File: config.mk
export PLATFORM = sky130hd
export DESIGN_NAME = debounce_multi
export DESIGN_NICKNAME = d
export VERILOG_FILES = /design/src/rtl/debounce_multi.sv
export SDC_FILE = /design/constraint.sdc
export NUM_CORES = 1
export LEC_CHECK = 0
export ABC_AREA = 1
export CORE_MARGIN = 1.5
export CORE_UTILIZATION = 50
export CTS_BUF_LIST = sky130_fd_sc_hd__clkbuf_8
export CTS_CLUSTER_SIZE = 20
export DETAILED_ROUTE_END_ITERATION = 12
export PLACE_DENSITY = 0.68
export SLEW_MARGIN = 20
export SYNTH_ARGS = -nofsm -noshare
export SYNTH_HDL_FRONTEND = slang
export SYNTH_SLANG_ARGS = --single-unit
export TNS_END_PERCENT = 5
File: constraint.sdc
create_clock -name clk -period 4.5 [get_ports clk]
set_input_delay 0.9 -clock clk [delete_from_list [all_inputs] [get_ports clk]]
set_output_delay 0.9 -clock clk [all_outputs]
set_load 0.05 [all_outputs]
File: src/rtl/debounce_multi.sv
// N-channel button debouncer: 2-flop sync, stability counter, level plus press/release strobes.
// Latency: clean change sampled at edge 1 shows on btn_level (with its strobe) at edge CNT_MAX+2.
// No backpressure: strobes are one-cycle, fire-and-forget; the consumer must take them when high.
// Optional long-press strobe compiled in with `define DEBOUNCE_LONG_PRESS_EN.
module debounce_multi #(
  parameter int N          = 4,
  parameter int CNT_MAX    = 1000000,
  parameter bit ACTIVE_LOW = 1'b1,
  parameter int LONG_CNT   = 100000000
) (
  input  logic         clk,
  input  logic         rst_n,
  input  logic [N-1:0] btn_in,
  output logic [N-1:0] btn_level,
  output logic [N-1:0] press_pulse,
  output logic [N-1:0] release_pulse,
  output logic [N-1:0] long_pulse
);

  // Stability counter width; the counter never needs to hold CNT_MAX itself.
  localparam int CW = (CNT_MAX > 1) ? $clog2(CNT_MAX) : 1;
  localparam logic [CW-1:0] CNT_LAST = CW'(CNT_MAX - 1);

  // Released level of a single channel (the idle value of the raw pin).
  localparam logic REL = ACTIVE_LOW;

`ifdef DEBOUNCE_LONG_PRESS_EN
  // Hold counter must be able to reach LONG_CNT exactly and then sit there.
  localparam int HW = $clog2(LONG_CNT + 1);
  localparam logic [HW-1:0] HOLD_MAX = HW'(LONG_CNT);
`endif

  genvar g;
  for (g = 0; g < N; g++) begin : g_ch
    logic          r_sync1;
    logic          r_sync2;
    logic          r_level;
    logic [CW-1:0] r_cnt;
    logic          r_press;
    logic          r_release;
    logic          w_diff;
    logic          w_done;

    // Synchronised input disagrees with the debounced level.
    assign w_diff = r_sync2 ^ r_level;
    // This edge completes CNT_MAX consecutive cycles of disagreement.
    assign w_done = w_diff && (r_cnt == CNT_LAST);

    // Synchroniser, stability counter, debounced level and edge strobes.
    always_ff @(posedge clk) begin
      if (!rst_n) begin
        r_sync1   <= REL;
        r_sync2   <= REL;
        r_level   <= REL;
        r_cnt     <= '0;
        r_press   <= 1'b0;
        r_release <= 1'b0;
      end else begin
        r_sync1   <= btn_in[g];
        r_sync2   <= r_sync1;
        r_press   <= 1'b0;
        r_release <= 1'b0;
        if (!w_diff) begin
          // Any agreement with the current level restarts the stability window.
          r_cnt <= '0;
        end else if (!w_done) begin
          r_cnt <= r_cnt + 1'b1;
        end else begin
          // Level flips and its strobe is registered on the same edge.
          r_cnt     <= '0;
          r_level   <= r_sync2;
          r_press   <= (r_sync2 != REL);
          r_release <= (r_sync2 == REL);
        end
      end
    end

    assign btn_level[g]     = r_level;
    assign press_pulse[g]   = r_press;
    assign release_pulse[g] = r_release;

`ifdef DEBOUNCE_LONG_PRESS_EN
    logic [HW-1:0] r_hold;
    logic          r_long;
    logic          w_pressed;

    assign w_pressed = (r_level != REL);

    // Hold counter: counts debounced-pressed cycles, saturates, single strobe on arrival.
    always_ff @(posedge clk) begin
      if (!rst_n) begin
        r_hold <= '0;
        r_long <= 1'b0;
      end else begin
        r_long <= 1'b0;
        if (!w_pressed) begin
          r_hold <= '0;
        end else if (r_hold != HOLD_MAX) begin
          r_hold <= r_hold + 1'b1;
          // Saturation afterwards guarantees no repeat while still held.
          r_long <= (r_hold == HOLD_MAX - 1'b1);
        end
      end
    end

    assign long_pulse[g] = r_long;
`endif
  end

`ifndef DEBOUNCE_LONG_PRESS_EN
  // Feature compiled out: no hold state, strobe tied low (both arms are zero).
  assign long_pulse = (LONG_CNT > 0) ? {N{1'b0}} : {N{1'b0}};
`endif

endmodule

After elaboration in Yosys (flattened, before gate mapping)
Cells that the tools add are included.
{"block": "classes", "n_addsub": 4, "eq_ne": 4, "bitwise": 13, "reduce_logical": 16}
{"operator": "20-bit by 1-bit adder with 20-bit output, second input constant", "n": 4}
{"operator": "20-bit == test, second input constant", "n": 4}
{"operator": "3-bit AND reduction", "n": 4}
{"operator": "3-bit OR reduction", "n": 4}
{"operator": "1-bit inverter", "n": 9}
{"operator": "2-bit AND reduction", "n": 4}
{"operator": "1-bit logical AND", "n": 4}
{"operator": "1-bit bitwise XOR", "n": 4}
{"block": "word_totals", "ff_bits": 100, "inputBits": 6, "output_inout_bits": 16, "wordCells": 61}

Depth between registers and ports, before layout
Gate-level depths: netlist of run 1.
{"block": "logic_depth", "word_depth": 3, "depth_mapped": 9, "mapped_depth_nobuf": 9}

Least setup slack after synthesis of run 1
OpenSTA, ideal clock, no wires.
{"block": "synth_path", "path_kind": "input to register", "start": "input port rst_n", "end": "register g_ch[0].r_cnt[12]", "setup_ns": 0.115, "arrival_time_ns": 1.597, "required_ns": 4.385, "slack_ns": 2.788, "cell_stages": 6, "n_path_buf": 2, "path_cell_list": "inv_1 -> clkbuf_1 -> nor2_2 -> o21ai_4 -> buf_12 -> nor2_2"}
{"block": "synth_between", "elab_chain_cells": 2}
{"element": "start, declared", "line": "12", "rtl": "input logic rst_n,"}
{"element": "1-bit inverter (no source line)"}
{"element": "3-bit OR reduction (no source line)"}
{"element": "end signal, assigned", "line": "67", "rtl": "r_cnt <= r_cnt + 1'b1;"}
{"element": "end, declared", "line": "38", "rtl": "logic [CW-1:0] r_cnt;"}
Every way passes these cells.
A chain may end at the register's enable or synchronous reset.

Worst setup path after layout of run 1
{"block": "layout_path", "start": "register g_ch[3].r_level", "end": "output port btn_level[3]"}
{"element": "start, declared", "line": "37", "rtl": "logic r_level;"}
{"element": "start signal, assigned", "line": "71", "rtl": "r_level <= r_sync2;"}
{"element": "end, declared", "line": "14", "rtl": "output logic [N-1:0] btn_level,"}
No word-level cell between the ends.

==> results.rst, run 1 <==
.. list-table::
   :header-rows: 1

   * - Metric
     - Value
   * - Status
     - finished, final reports clean
   * - Worst Path Max Fanout
     - 3
   * - Post-detail-place hpwl
     - around 7000 µm
   * - Post-layout util
     - 55.1%
   * - 1st-iter DRT viols
     - 146
   * - Clock tree from TritonCTS
     - built
   * - Most used standard cell by instance count after synthesis
     - sky130_fd_sc_hd__nand2_1
   * - Max-capacitance violation count
     - 0
   * - Critical path arrival
     - between 1500 and 2000 ps
   * - Minimum clock period after layout
     - 2490 ps
   * - Crit Reg-Reg Endpoint
     - g_ch[3].r_cnt[17]$_SDFF_PP0_
   * - CTS sink count
     - 100
   * - Post-route setup TNS
     - 0 ps
   * - Area share of the largest cell type after synthesis
     - 40.3%
   * - Area Overhead vs Synth
     - 7.38%
   * - Source of the worst register-to-register timing path
     - g_ch[3].r_cnt[0]$_SDFF_PP0_
   * - Number of enable-type register cells in the synthesized netlist
     - 0
   * - Antenna cell count
     - 0
   * - Number of distinct standard cells referenced by the synthesized netlist
     - 29
   * - Standard cell core area
     - 0.00968 mm²
   * - 1st-pass router iterations
     - 5
   * - First-pass GRT wire length
     - 16600 µm
   * - Number of instances in the placed design
     - 845
   * - Routability-driven placement congestion ratio
     - 0.904
   * - Hold/Removal Path Class
     - flop to flop
   * - Number of buffers inserted for hold repair after clock tree synthesis
     - 0
   * - Fill cells
     - 923
   * - Proportion of synthesized flip-flops having asynchronous set or reset
     - 0%
   * - Critical path class
     - flop to output pin
   * - Dominant synthesized flop cell
     - sky130_fd_sc_hd__dfxtp_1
   * - Synth area leader
     - sky130_fd_sc_hd__dfxtp_1
   * - Relative slew slack
     - 54.7%
   * - Maximum clock rate
     - 401 MHz
   * - Startpoint Class
     - flop
   * - CTS buffer count
     - 9
   * - Synthesis-stage register bit count
     - 100
   * - Kind of end point of the critical path
     - output pin
   * - Final number of max-transition violations
     - 0
   * - Number of standard-cell rows in the floorplan
     - 36
   * - Top cell family by delay on the critical path
     - buffers and inverters
   * - Required time of the critical path
     - 3600 ps
   * - Worst path buffer plus inverter count
     - 1
   * - Syn_area_per_cell
     - 6.95 µm²
   * - Via count of the first global-routing pass
     - 3855
   * - Clk Tree Root Cell
     - sky130_fd_sc_hd__clkbuf_8
   * - Power per standard cell area
     - between 200 and 300 mW/mm²
   * - Max Clock Skew
     - 13.9 ps
   * - Cell depth of the worst setup path
     - 1
   * - Mapped cell area
     - between 0.004 and 0.005 mm²
   * - # H-tree levels
     - 3
   * - Ratio of final minimum period to clock period
     - a little under three fifths
   * - Cell at the slowest stage of the critical path
     - sky130_fd_sc_hd__clkdlybuf4s50_1
   * - Setup repair after global routing missed its margin
     - no
   * - Measured slew at the worst slew-check pin
     - between 600 and 700 ps
   * - Initial standard-cell utilization of the core
     - 51.3%
   * - Maximum number of pins on one net before global-route repair
     - 21
   * - Worst setup path start
     - g_ch[3].r_level$_SDFFE_PN1P_
   * - Critical path's largest stage delay
     - 830 ps
   * - Final std cells w/o fill
     - 861
   * - Standby leakage power
     - roughly 0.0016 µW
   * - Post-cts repair resize count
     - 0
   * - Number of vias in the routed layout
     - between 4000 and 5000
   * - Critical path, cell by cell
     - clkdlybuf4s50_1
   * - Global-route total usage across every layer
     - 19.5%
   * - Overall Power
     - 1480 µW
   * - Floorplan die width
     - around 100 µm
   * - Number of synthesis warnings
     - 0
   * - Number of buffers on the longest clock path
     - 2
   * - Worst VDD drop
     - about 0.13 mV
   * - Logic depth of the worst register-to-register path
     - 6
   * - Routed wire length
     - 9520 µm
   * - Ranking of synthesized cells by instance count
     - 170 x sky130_fd_sc_hd__nand2_1, 152 x sky130_fd_sc_hd__nor2_1, 100 x sky130_fd_sc_hd__dfxtp_1, 63 x sky130_fd_sc_hd__inv_1, 46 x sky130_fd_sc_hd__nand3_1
   * - Synthesized instance count
     - 714
   * - Clock input transition at the sequential cells of the worst setup and hold paths
     - 90 ps
   * - Final worst hold slack
     - 418 ps
   * - Nets@finish
     - 733
   * - Minimum setup slack among reg-to-reg paths
     - 2550 ps
   * - Aggregate global routing overflow
     - 0
   * - Timing endpoint of the critical path
     - btn_level[3]
   * - Number of routed nets with antenna violations
     - 0
   * - I/O pin count
     - 22
   * - Final hold violation count
     - 0
   * - Detailed-route wire length per cell
     - 11.1 µm
   * - Register cell area after layout
     - 0.00200 mm²
   * - Sequential fraction of the synthesis area
     - 40.3%
   * - Die H
     - 103 µm
   * - Final setup violating endpoints
     - 0
   * - Count of input and output buffers
     - 17
   * - Ranking of synthesized cells by area
     - sky130_fd_sc_hd__dfxtp_1 40%, sky130_fd_sc_hd__nand2_1 13%, sky130_fd_sc_hd__nor2_1 11%
   * - Share of final-layout standard cells stronger than drive strength 1
     - under 10%
   * - Initial antenna violation count
     - 0
   * - Post-CTS setup buffer count
     - 0
   * - Area of the die
     - 0.0105 mm²
   * - Area used by multi-input combinational logic
     - 0.00256 mm²
   * - DRC violations left
     - 0
   * - Clock network latency to the later pin of the worst-skew pair
     - 360 ps
   * - Post-DR vias/cell
     - 4.93
[flip-flops by register name, summed over array words and instances, names as in the netlist]
signal,count
g_ch.r_press,4
g_ch.r_release,4
g_ch.r_cnt,80
g_ch.r_sync1,4
g_ch.r_level,4
g_ch.r_sync2,4
[cells by family after synthesis]
| family | count (synthesis) | synth area share [%] |
|---|---|---|
| compound gates | 45 | 4.96 |
| flops | 100 | 40.3 |
| other cells | 1 | 0.0755 |
| fa+ha+maj | 4 | 1.01 |
| simple gates | 442 | 38.9 |
| xor+xnor | 36 | 6.35 |
| buf+inv | 86 | 8.37 |
[metal layers]
layer	vias up	GRT usage (%)	routed length, µm
met2	78	32.9	4410
met4	0	5.58	138
met1	1915	25.5	4620
met3	13	3.86	354
li1	2240	-	-
met5	-	0	0
[metrics by stage]
stage	cell area [µm²]	setup slack, ps
floorplan	4980	2790
global placement	5140	1860
detailed placement	5140	1810
CTS	5330	1970
global route	5330	1940
finish	5330	2010
[layout by cell type, fill, tap and decap left out, types with 2 or more instances in the layout]
cell,count
sky130_fd_sc_hd__nand3_2,4
sky130_fd_sc_hd__clkbuf_8,9
sky130_fd_sc_hd__xnor2_1,17
sky130_fd_sc_hd__nor3_1,8
sky130_fd_sc_hd__clkinv_2,3
sky130_fd_sc_hd__nor2_2,14
sky130_fd_sc_hd__xor2_1,19
sky130_fd_sc_hd__a21oi_1,32
sky130_fd_sc_hd__o21bai_1,4
sky130_fd_sc_hd__dfxtp_1,100
sky130_fd_sc_hd__nand4_1,19
sky130_fd_sc_hd__o21ai_0,8
sky130_fd_sc_hd__ha_1,4
sky130_fd_sc_hd__clkinv_4,2
sky130_fd_sc_hd__nand2_2,3
sky130_fd_sc_hd__clkdlybuf4s50_1,17
sky130_fd_sc_hd__nor2_4,2
sky130_fd_sc_hd__nor2_1,152
sky130_fd_sc_hd__or2_2,17
sky130_fd_sc_hd__nand3b_1,2
sky130_fd_sc_hd__and2_1,2
sky130_fd_sc_hd__conb_1,4
sky130_fd_sc_hd__nand2_1,170
sky130_fd_sc_hd__inv_1,64
sky130_fd_sc_hd__nand3_1,46
[power breakdown]
group | switching [µW] | leakage (µW) | internal [µW]
clock network | 306 | 0.000100 | 255
logic | 19.6 | 0.000690 | 8.82
registers | 3.15 | 0.000807 | 889
[layout make-up]
type,instances,share of cell area (%)
clock inverters,7,1.29
multi-input cells,531,48.0
inverters,64,4.53
well taps,133,3.12
repair buffers,17,3.19
clock buffers,9,2.32
flip-flops and latches,100,37.5
[worst min path at each step]
stage,from,to,depth (start not counted)
CTS,g_ch[2].r_sync1$_SDFF_PN1_,g_ch[2].r_sync2$_SDFF_PN1_,1
global placement,g_ch[2].r_sync1$_SDFF_PN1_,g_ch[2].r_sync2$_SDFF_PN1_,1
finish,g_ch[2].r_sync1$_SDFF_PN1_,g_ch[2].r_sync2$_SDFF_PN1_,1
floorplan,g_ch[0].r_sync1$_SDFF_PN1_,g_ch[0].r_sync2$_SDFF_PN1_,1
global route,g_ch[2].r_sync1$_SDFF_PN1_,g_ch[2].r_sync2$_SDFF_PN1_,1
detailed placement,g_ch[2].r_sync1$_SDFF_PN1_,g_ch[2].r_sync2$_SDFF_PN1_,1
Power figures use the tool's default switching activity.
==> inputs of run 2 (changes only) <==
- PLACE_DENSITY: 0.68 -> 0.7
- clock period: 4.5 -> 2 ns (I/O delays scaled with it)
==> run 2 against run 1 <==
Compared with the run above:
- cell count unchanged
- routed wire length fell by 0.26%
- highest routed layer unchanged
- non-clock buffer count is 3 higher
- core utilization increased by 0.50 points
- power rose by 130%
- clock skew decreased by 6.9 ps
- sequential power grew 130%
- first-iteration DRC count decreased by 12%
- die area stayed put
- setup slack worse by 1900 ps
- design area rose by 0.92%
- sequential share of layout area shrank 0.34 points
- critical endpoint is now press_pulse[3]
==> results.rst, run 2 (synthesized netlist as in run 1, its figures left out) <==
.. list-table::
   :header-rows: 1

   * - Metric
     - Value
   * - Status
     - finished, final reports clean
   * - Number of buffers inserted for hold repair after clock tree synthesis
     - 0
   * - 1st-pass router iterations
     - 5
   * - Final number of max-transition violations
     - 0
   * - Routability-driven placement congestion ratio
     - 0.880
   * - Standby leakage power
     - 0.00162 µW
   * - Via count of the first global-routing pass
     - roughly 3900
   * - CTS sink count
     - 100
   * - Most frequent cells in the layout
     - 170 x sky130_fd_sc_hd__nand2_1, 152 x sky130_fd_sc_hd__nor2_1, 100 x sky130_fd_sc_hd__dfxtp_1
   * - Global-route total usage across every layer
     - 19.9%
   * - Clk Tree Root Cell
     - sky130_fd_sc_hd__clkbuf_8
   * - Worst VDD drop
     - 0.408 mV
   * - Kind of end point of the critical path
     - output pin
   * - Maximum number of pins on one net before global-route repair
     - 21
   * - # H-tree levels
     - 3
   * - Worst path buffer plus inverter count
     - 1
   * - Clock input transition at the sequential cells of the worst setup and hold paths
     - 90 ps
   * - Logic gate share of total power
     - roughly 1.9%
   * - I/O pin count
     - 22
   * - Number of vias in the routed layout
     - 4250
   * - Setup repair after global routing missed its margin
     - no
   * - CTS buffer count
     - 9
   * - Net switching power of the design
     - 688 µW
   * - Power per standard cell area
     - 643 mW/mm²
   * - Area Overhead vs Synth
     - 8.37%
   * - Proportion of power drawn by the clock network
     - between 40% and 50%
   * - Detailed-route wire length per cell
     - between 10 and 15 µm
   * - Register containing the most flip-flops in the final layout
     - g_ch.r_cnt
   * - Critical path, cell by cell
     - clkdlybuf4s50_1
   * - Flip-flop count of the largest register, all copies and words added
     - 80
   * - Initial antenna violation count
     - 0
   * - Aggregate global routing overflow
     - 0
   * - Final setup violating endpoints
     - 0
   * - Max-capacitance violation count
     - 0
   * - Number of buffers on the longest clock path
     - 2
   * - Startpoint Class
     - flop
   * - Area of the die
     - 0.0105 mm²
   * - Post-DR vias/cell
     - 4.94
   * - Critical path's largest stage delay
     - around 790 ps
   * - First-pass GRT wire length
     - approximately 17000 µm
   * - Crit Reg-Reg Endpoint
     - g_ch[3].r_cnt[18]$_SDFF_PP0_
   * - Share of final-layout standard cells stronger than drive strength 1
     - just over 8%
   * - Sequential group share of total power
     - 57.9%
   * - 1st-iter DRT viols
     - 129
   * - Post-detail-place hpwl
     - 7180 µm
   * - Worst Path Max Fanout
     - 1
   * - Final hold violation count
     - 0
   * - Nets@finish
     - 736
   * - Overall Power
     - 3460 µW
   * - Maximum clock rate
     - 531 MHz
   * - Hold Path Cell Cnt
     - 1
   * - Number of standard-cell rows in the floorplan
     - 36
   * - Cell at the slowest stage of the critical path
     - sky130_fd_sc_hd__clkdlybuf4s50_1
   * - Routed wire length
     - 9500 µm
   * - Post-CTS setup buffer count
     - 0
   * - Hold Startpoint
     - g_ch[3].r_sync1$_SDFF_PN1_
   * - Endpoint, Worst Hold
     - g_ch[3].r_sync2$_SDFF_PN1_
   * - Clock tree from TritonCTS
     - built
   * - Ratio of final minimum period to clock period
     - 94.1%
   * - Required time of the critical path
     - 1600 ps
   * - Source of the worst register-to-register timing path
     - g_ch[3].r_cnt[0]$_SDFF_PP0_
   * - Critical path class
     - flop to output pin
   * - Max Clock Skew
     - ~7.0 ps
   * - Minimum clock period after layout
     - between 1500 and 2000 ps
   * - Internal power
     - 2770 µW
   * - Standard cell core area
     - 0.00968 mm²
   * - Post-route setup TNS
     - 0 ps
   * - Floorplan die width
     - 103 µm
   * - Initial standard-cell utilization of the core
     - a little over 50%
   * - Die H
     - 103 µm
   * - Minimum setup slack among reg-to-reg paths
     - 350 ps
   * - Logic depth of the worst register-to-register path
     - 7
   * - Clock network latency to the later pin of the worst-skew pair
     - 370 ps
   * - Switching portion of total power
     - 19.9%
   * - Count of input and output buffers
     - 17
   * - Top cell family by delay on the critical path
     - buffers and inverters
   * - Critical path arrival
     - about 1500 ps
   * - Most frequent standard cell in the layout excluding fill and tap cells
     - sky130_fd_sc_hd__nand2_1
   * - Number of routed nets with antenna violations
     - 0
   * - DRC violations left
     - 0
   * - Hold/Removal Path Class
     - flop to flop
   * - Antenna cell count
     - 0
## run 2: what timing repair did
action	CTS	global route
endpoints found under the hold margin	0	0
endpoints found under the setup margin	4	0
gates resized for setup	4	0
## run 2: worst max path at each step
| stage | startpoint | end | slack (ps) | cells after the start |
|---|---|---|---|---|
| after global placement | rst_n | g_ch[2].r_cnt[14]$_SDFF_PP0_ | 220 | 5 |
| final | g_ch[3].r_press$_SDFF_PN0_ | press_pulse[3] | 120 | 1 |
| after CTS | g_ch[3].r_press$_SDFF_PN0_ | press_pulse[3] | 80 | 1 |
| after detailed placement | rst_n | g_ch[2].r_cnt[3]$_SDFF_PP0_ | 130 | 5 |
| after floorplan | g_ch[0].r_cnt[0]$_SDFF_PP0_ | g_ch[0].r_cnt[12]$_SDFF_PP0_ | 510 | 7 |
| after global routing | g_ch[1].r_press$_SDFF_PN0_ | press_pulse[1] | 60 | 1 |
## run 2: power by group through the flow
stage          sequential (µW)  combinational [µW]  clock (µW)
2_1_floorplan             2050                56.0           0
3_3_place_gp              2050                66.1           0
3_5_place_dp              2050                67.1           0
4_1_cts                   2010                67.3        1450
5_1_grt                   2010                73.5        1520
6_report                  2010                66.6        1390
## run 2: final cells by class
cell class              count  area (µm²)
fillers                   970        4300
multi-input cells         531        2560
flip-flops and latches    100        2000
inverters                  64         241
repair buffers             20         200
well taps                 133         166
clock buffers              11         151
clock inverters             2        60.1
## run 2: stage by stage
step	setup WS, ps	cells	hold slack [ps]	utilization (%)	instance area [µm²]
2_1_floorplan	507	717	393	-	4980
3_3_place_gp	222	848	396	53.4	5170
3_5_place_dp	133	848	401	53.4	5170
4_1_cts	83.3	861	423	55.6	5380
5_1_grt	55.7	861	427	55.6	5380
6_report	118	861	418	55.6	5380
## run 2: layer usage
| layer | share of wire (%) | up-vias | global-route usage, % |
|---|---|---|---|
| li1 | - | 2235 | - |
| met1 | 48 | 1927 | 24.9 |
| met2 | 46 | 70 | 32.8 |
| met3 | 4.0 | 18 | 5.49 |
| met4 | 2.3 | 0 | 7.90 |
| met5 | 0 | - | 0 |
